### src/rtl/mux_sel_sequencer_pkg.sv
// Shared types and constants for the 8-to-1 MUX select sequencer.
// Select start/end points are derived from the serialisation order.
package mux_sel_sequencer_pkg;

  localparam int unsigned DATA_W = 8;
  localparam int unsigned SEL_W  = 3;
  localparam int unsigned CNT_W  = 4;

  typedef logic [DATA_W-1:0] word_t;
  typedef logic [SEL_W-1:0]  sel_t;
  typedef logic [CNT_W-1:0]  cnt_t;

  typedef enum logic [1:0] {
    ST_IDLE = 2'd0,
    ST_SEND = 2'd1,
    ST_DONE = 2'd2
  } state_e;

  function automatic sel_t sel_first(input bit lsb_first);
    return lsb_first ? {SEL_W{1'b0}} : {SEL_W{1'b1}};
  endfunction

  function automatic sel_t sel_last(input bit lsb_first);
    return lsb_first ? {SEL_W{1'b1}} : {SEL_W{1'b0}};
  endfunction

endpackage

### src/rtl/mux_sel_sequencer_if.sv
// Load handshake plus MUX-facing data/select/status lines of the sequencer.
// slave = sequencer side, master = upstream/bench side.
interface mux_sel_sequencer_if;
  import mux_sel_sequencer_pkg::*;

  logic  load_valid;
  word_t load_data;
  logic  load_ready;
  logic  a, b, c, d, e, f, g, h;
  logic  s0, s1, s2;
  logic  bit_valid;
  logic  done;

  modport slave (
    input  load_valid, load_data,
    output load_ready, a, b, c, d, e, f, g, h, s0, s1, s2, bit_valid, done
  );

  modport master (
    output load_valid, load_data,
    input  load_ready, a, b, c, d, e, f, g, h, s0, s1, s2, bit_valid, done
  );

endinterface

### src/rtl/mux_sel_sequencer.sv
// Parallel-to-serial front end: latches one word onto the MUX data inputs and
// steps the MUX select through all eight positions, HOLD cycles per position.
module mux_sel_sequencer
  import mux_sel_sequencer_pkg::*;
#(
  parameter bit          LSB_FIRST = 1'b1,
  parameter int unsigned HOLD      = 1
) (
  input  logic                clk,
  input  logic                rst,
  mux_sel_sequencer_if.slave  bus
);

  localparam sel_t SEL_FIRST = sel_first(LSB_FIRST);
  localparam sel_t SEL_LAST  = sel_last(LSB_FIRST);
  localparam cnt_t CNT_LAST  = CNT_W'(HOLD - 1);

  state_e state_q, state_d;
  word_t  word_q,  word_d;
  sel_t   sel_q,   sel_d;
  cnt_t   cnt_q,   cnt_d;
  logic   ready_q, ready_d;
  logic   valid_q, valid_d;
  logic   done_q,  done_d;

  always_ff @(posedge clk or posedge rst) begin
    if (rst) begin
      state_q <= ST_IDLE;
      word_q  <= '0;
      sel_q   <= SEL_FIRST;
      cnt_q   <= '0;
      ready_q <= 1'b1;
      valid_q <= 1'b0;
      done_q  <= 1'b0;
    end else begin
      state_q <= state_d;
      word_q  <= word_d;
      sel_q   <= sel_d;
      cnt_q   <= cnt_d;
      ready_q <= ready_d;
      valid_q <= valid_d;
      done_q  <= done_d;
    end
  end

  // Next state; status flags are decoded from the next state so they land registered.
  always_comb begin
    state_d = state_q;
    word_d  = word_q;
    sel_d   = sel_q;
    cnt_d   = cnt_q;

    case (state_q)
      ST_IDLE: begin
        sel_d = SEL_FIRST;
        cnt_d = '0;
        if (bus.load_valid) begin
          word_d  = bus.load_data;
          state_d = ST_SEND;
        end
      end
      ST_SEND: begin
        if (cnt_q == CNT_LAST) begin
          cnt_d = '0;
          if (sel_q == SEL_LAST) begin
            state_d = ST_DONE;
          end else begin
            sel_d = LSB_FIRST ? sel_q + SEL_W'(1) : sel_q - SEL_W'(1);
          end
        end else begin
          cnt_d = cnt_q + CNT_W'(1);
        end
      end
      ST_DONE: begin
        state_d = ST_IDLE;
        sel_d   = SEL_FIRST;
        cnt_d   = '0;
      end
      default: begin
        state_d = ST_IDLE;
        sel_d   = SEL_FIRST;
        cnt_d   = '0;
      end
    endcase

    ready_d = (state_d == ST_IDLE);
    valid_d = (state_d == ST_SEND);
    done_d  = (state_d == ST_DONE);
  end

  assign bus.load_ready = ready_q;
  assign bus.bit_valid  = valid_q;
  assign bus.done       = done_q;
  assign {bus.h, bus.g, bus.f, bus.e, bus.d, bus.c, bus.b, bus.a} = word_q;
  assign {bus.s2, bus.s1, bus.s0} = sel_q;

endmodule
### src/flat_wrapper.sv
// flat-port wrapper written by rule: the top's interface ports become plain ports
module mux_sel_sequencer_flat import mux_sel_sequencer_pkg::*;
#(
  parameter bit          LSB_FIRST = 1'b1,
  parameter int unsigned HOLD      = 1
)
  (clk, rst, bus_load_valid, bus_load_data, bus_load_ready, bus_a, bus_b, bus_c, bus_d, bus_e, bus_f, bus_g, bus_h, bus_s0, bus_s1, bus_s2, bus_bit_valid, bus_done);
  mux_sel_sequencer_if bus_i ();
  input  logic clk;
  input  logic rst;
  input wire logic [$bits(bus_i.load_valid)-1:0] bus_load_valid;
  input wire logic [$bits(bus_i.load_data)-1:0] bus_load_data;
  output wire logic [$bits(bus_i.load_ready)-1:0] bus_load_ready;
  output wire logic [$bits(bus_i.a)-1:0] bus_a;
  output wire logic [$bits(bus_i.b)-1:0] bus_b;
  output wire logic [$bits(bus_i.c)-1:0] bus_c;
  output wire logic [$bits(bus_i.d)-1:0] bus_d;
  output wire logic [$bits(bus_i.e)-1:0] bus_e;
  output wire logic [$bits(bus_i.f)-1:0] bus_f;
  output wire logic [$bits(bus_i.g)-1:0] bus_g;
  output wire logic [$bits(bus_i.h)-1:0] bus_h;
  output wire logic [$bits(bus_i.s0)-1:0] bus_s0;
  output wire logic [$bits(bus_i.s1)-1:0] bus_s1;
  output wire logic [$bits(bus_i.s2)-1:0] bus_s2;
  output wire logic [$bits(bus_i.bit_valid)-1:0] bus_bit_valid;
  output wire logic [$bits(bus_i.done)-1:0] bus_done;
  assign bus_i.load_valid = bus_load_valid;
  assign bus_i.load_data = bus_load_data;
  assign bus_load_ready = bus_i.load_ready;
  assign bus_a = bus_i.a;
  assign bus_b = bus_i.b;
  assign bus_c = bus_i.c;
  assign bus_d = bus_i.d;
  assign bus_e = bus_i.e;
  assign bus_f = bus_i.f;
  assign bus_g = bus_i.g;
  assign bus_h = bus_i.h;
  assign bus_s0 = bus_i.s0;
  assign bus_s1 = bus_i.s1;
  assign bus_s2 = bus_i.s2;
  assign bus_bit_valid = bus_i.bit_valid;
  assign bus_done = bus_i.done;
  mux_sel_sequencer #(.LSB_FIRST(LSB_FIRST), .HOLD(HOLD)) u_core (.clk(clk), .rst(rst), .bus(bus_i));
endmodule
### config.mk
export PLATFORM = sky130hd
export DESIGN_NAME = mux_sel_sequencer_flat
export DESIGN_NICKNAME = d
export VERILOG_FILES = /design/src/rtl/mux_sel_sequencer_pkg.sv /design/src/rtl/mux_sel_sequencer_if.sv /design/src/rtl/mux_sel_sequencer.sv /design/src/flat_wrapper.sv
export SDC_FILE = /design/constraint.sdc
export NUM_CORES = 1
export LEC_CHECK = 0
export CORE_MARGIN = 5
export CORE_UTILIZATION = 40
export CTS_CLUSTER_SIZE = 12
export DETAILED_ROUTE_END_ITERATION = 8
export GPL_ROUTABILITY_DRIVEN = 1
export PLACE_DENSITY = 0.8
export SLEW_MARGIN = 20
export SYNTH_ARGS = -nofsm -noshare
export SYNTH_HDL_FRONTEND = slang
export SYNTH_SLANG_ARGS = --single-unit
### constraint.sdc
create_clock -name clk -period 1.6 [get_ports clk]
set_input_delay 0.24 -clock clk [delete_from_list [all_inputs] [get_ports clk]]
set_output_delay 0.24 -clock clk [all_outputs]
set_load 0.005 [all_outputs]
After elaboration in Yosys (flattened, before gate mapping) --
Cells that the tools add are included.
Word-level totals: flip-flop bits (word level) 20, bits of input ports 11, output and inout port bits 14, word-level logic and storage cells 29
Cells by class: add/subtract/negate cells 2, equality and inequality tests 6, mux-type cells 9, reduce and logical (&&, ||, !) cells 5
Operators with widths (number):
- $mux 3 | 3
- $mux 4 | 2
- $mux 2 | 3
- $add 4x1->4 const B | 1
- $eq 2x1->1 const B | 2
- $logic_not 2->1 | 2
- $logic_not 4->1 | 1
- $pmux 2 s2 | 1
- $reduce_and 2->1 | 2
- $add 3x1->3 const B | 1
- $eq 3x3->1 const B | 1
- $eq 2x2->1 const B | 1
- $ne 2x1->1 const B | 1
- $ne 2x2->1 const B | 1

Logic depth before layout (Yosys ltp) --
word-level depth 5, depth in mapped cells 5, depth with buffers taken out 5

Least setup slack after synthesis --
OpenSTA, ideal clock, no wires.
kind flip-flop to flip-flop, start register u_core.sel_q[1], end register u_core.sel_q[1], setup time 0.131 ns, arrival time 1.427 ns, path slack 0.042 ns, cell stages (with the launch flop) 6, path buffers 0, clock period less this slack 1.558 ns, path through dfrtp_1 ha_1 ha_1 nor4b_4 mux2i_1 nor2_1
Between the ends: cells in the longest elaborated chain, start to end 4, elaborated cells on any way between the ends 7, those cells by class add/sub (1); eq/ne (2); mux (3); reduce/logical (1)
RTL lines:
- start, declared | line mux_sel_sequencer.sv:20 | sel_t sel_q, sel_d;
- start signal, assigned | line mux_sel_sequencer.sv:38 | sel_q <= sel_d;
- $add 3x1->3 | line mux_sel_sequencer.sv:68 | sel_d = LSB_FIRST ? sel_q + SEL_W'(1) : sel_q - SEL_W'(1);
- $mux 3 | line mux_sel_sequencer.sv:65 | if (sel_q == SEL_LAST) begin
- $mux 3 | line mux_sel_sequencer.sv:63 | if (cnt_q == CNT_LAST) begin
- $mux 3 | line mux_sel_sequencer.sv:53 | case (state_q)
Several ways; a longest one is shown, not always the timed one. The select of a mux whose other input is x is not followed. A chain may end at the register's enable or synchronous reset.

Final worst setup path --
start register u_core.sel_q[0], end register u_core.sel_q[2]
The elaborated chain is that of the path after synthesis.

==> out/qor.txt <==
Leak Pwr: 0.590 nW
Worst-margin pin slew: 0.391 ns
Hold-fix buffers, CTS: 0
Total track usage: 12.4%
Share of cells above drive strength 1: 17.5%
RSZ-0062 raised after global routing: true
Class of the worst hold path: primary input to asynchronous set/reset pin
Initial antenna violation count: 0
CP Class: flip-flop to flip-flop
Syn Inst Count: 64
Worst IR drop on VDD: 1.14 mV
Drt wl/cell: 13.2 um
Yosys warns: 0
First-pass GRT wire length: 2920 um
Final setup viols: 0
Final hold vios: 0
Clock root buffer: clkbuf_4
Drt first pass iters: 4
Vias in the first global route: 619
Clk slew on worst S/H paths: 0.11 ns
H-tree Lvls: 1
Startpoint Class: flip-flop
Initial core utilization: 42.7%
PortBufs: 24
Synth cell types: 21
Clk sinks: 20
Final Cycle Share: 96.7%
Status: finished, final reports clean
Final min period: 1.55 ns
Dpl cells: 119
DRC viols: 0
CTS tree: built
Max_slew headroom: 74.0%
Ports: 25
Final wirelength: 1630 um
Clk buf depth: 2
Placer Congestion: 0.655
Horiz. Die Dim: 56.0 um
Area added between synthesis and finish: 44.0%
Worst EP required: 1.80 ns
Sequential element share of the synthesized area: 59.2%
Num CTS Buffers: 3
Die H: 56.0 um
# fillers: 168
Clk_skew: 0.00792 ns
HPWL reported at the end of detailed placement: 1200 um
Crit path DAT: 1.74 ns
Row count: 16
Initial DRC Count: 6
Final Max Slew Viols: 0
Post-route ant nets: 0
Finished layout cell area: 1220 um^2
Area of the core: 1980 um^2
Crit path max fanout: 3
Mapped Avg Cell Area: 13.2 um^2
Fin util: 61.6%
Placed inst area: 1160 um^2
CP endpoint kind: flip-flop
Synthesis-stage register bit count: 20
Power per cell area: 1500 nW/um^2
Largest net degree at the start of global routing: 21
# nets final: 113
Worst skew pair latency: 0.31 ns
Grt total ovfl: 0
Via density: 4.59
Synthesized area: 847 um^2
Max-cap viol count: 0
Via count: 569
N_diodes: 0
Die area: 3140 um^2
Syn_nets: 79
F_max: 646 MHz
Fin cells: 124
==> cell usage in the layout, fill, tap and decap left out, types with 2 or more instances in the layout <==
master | Yosys | final
a21oi_1 | 2 | 2
buf_4 | 0 | 7
clkbuf_4 | 0 | 3
clkdlybuf4s50_1 | 0 | 21
dfrtp_1 | 19 | 19
dlymetal6s2s_1 | 0 | 2
ha_1 | 4 | 2
inv_1 | 4 | 4
mux2_1 | 8 | 8
mux2i_1 | 2 | 2
nand2b_1 | 3 | 3
nor2_1 | 7 | 7
nor3b_2 | 2 | 2
or2_1 | 2 | 2
==> worst max-delay path: stages (launching register included) <==
cell and delay (ns):
dfrtp_1 0.41, ha_2 0.20, ha_4 0.16, nor4b_4 0.37
mux2i_1 0.24, nor2_1 0.05
==> cell families (layout without fill, tap and decap cells) <==
logic type / count (synthesis) / in the layout / share of synthesized area (%)
multiplexers: 10 / 10 / 13.0
flip-flops: 20 / 20 / 59.2
buffers and inverters: 6 / 39 / 2.80
adder cells (fa/ha/maj): 4 / 4 / 5.91
XOR/XNOR: 2 / 2 / 2.07
AND/OR/NAND/NOR: 20 / 20 / 15.8
AO/OA/AOI/OAI: 2 / 2 / 1.18
==> per-stage QoR <==
step | power (mW) | hold WS [ns] | setup slack, ns | setup TNS [ns]
2_1_floorplan | 1.08 | 0.203 | 0.0419 | 0
3_3_place_gp | 1.52 | 0.468 | 0.0525 | 0
3_5_place_dp | 1.55 | 0.476 | -0.0531 | -0.0926
4_1_cts | 1.85 | 0.230 | 0.0241 | 0
5_1_grt | 1.99 | 0.239 | -0.0237 | -0.0265
6_report | 1.82 | 0.239 | 0.0526 | 0
==> timing repair <==
| action | in CTS | in global routing |
|---|---|---|
| endpoints found under the setup margin | 4 | 4 |
| pin swaps | 1 | 2 |
| buffers inserted | 0 | 1 |
| resized for setup | 2 | 4 |
==> metal layers <==
metal | GRT usage, % | vias to the layer above | part of all wire (%)
li1 | - | 276 | -
met1 | 13.7 | 274 | 41
met2 | 19.9 | 15 | 50
met3 | 6.03 | 4 | 7.3
met4 | 6.10 | 0 | 1.6
met5 | 0 | - | 0
==> area by class of cell <==
| class | count | area (um^2) | share of cell area [%] |
|---|---|---|---|
| Clock buffer | 4 | 36.3 | 2.97 |
| Inverter | 4 | 15.0 | 1.23 |
| Multi-Input combinational cell | 38 | 337 | 27.6 |
| Sequential cell | 20 | 502 | 41.1 |
| Tap cell | 27 | 33.8 | 2.77 |
| Timing Repair Buffer | 31 | 297 | 24.3 |
==> Yosys cell counts <==
master | instances | area [um^2]
a21oi_1 | 2 | 10.0
buf_2 | 1 | 5.00
clkbuf_1 | 1 | 3.75
dfrtp_1 | 19 | 475
dfstp_2 | 1 | 26.3
ha_1 | 4 | 50.1
inv_1 | 4 | 15.0
mux2_1 | 8 | 90.1
mux2i_1 | 2 | 20.0
nand2_1 | 1 | 3.75
nand2b_1 | 3 | 18.8
nand3_1 | 1 | 5.00
nand3b_1 | 1 | 7.51
nor2_1 | 7 | 26.3
nor2b_1 | 1 | 6.26
nor3_1 | 1 | 5.00
nor3b_2 | 2 | 25.0
nor4b_4 | 1 | 23.8
or2_1 | 2 | 12.5
xnor2_1 | 1 | 8.76
xor2_1 | 1 | 8.76
==> registers in the layout (all words and copies together) (netlist names) <==
signal                 flops
u_core.bus.load_ready      1
u_core.bus.bit_valid       1
u_core.bus.done            1
u_core.cnt_q               4
u_core.sel_q               3
u_core.word_q              8
u_core.state_q             2
==> path summary, 6_finish.rpt <==
path / from / to / slack [ns] / depth (start not counted)
min in group clk: u_core.word_q[1] / u_core.word_q[1] / 0.49 / 1
max in group asynchronous: rst / u_core.bus.load_ready / 1.10 / 3
hold reg to reg: u_core.word_q[1] / u_core.word_q[1] / 0.49 / 1
hold / removal: rst / u_core.word_q[2] / 0.24 / 3
setup reg to reg: u_core.sel_q[0] / u_core.sel_q[2] / 0.05 / 5
setup / recovery: u_core.sel_q[0] / u_core.sel_q[2] / 0.05 / 5
==> power by group <==
group,switching (mW),leakage (nW),internal [mW]
sequential,0.0884,0.247,0.689
clock,0.156,0.0210,0.139
combinational,0.268,0.322,0.483
(Power assumes the default switching activity.)
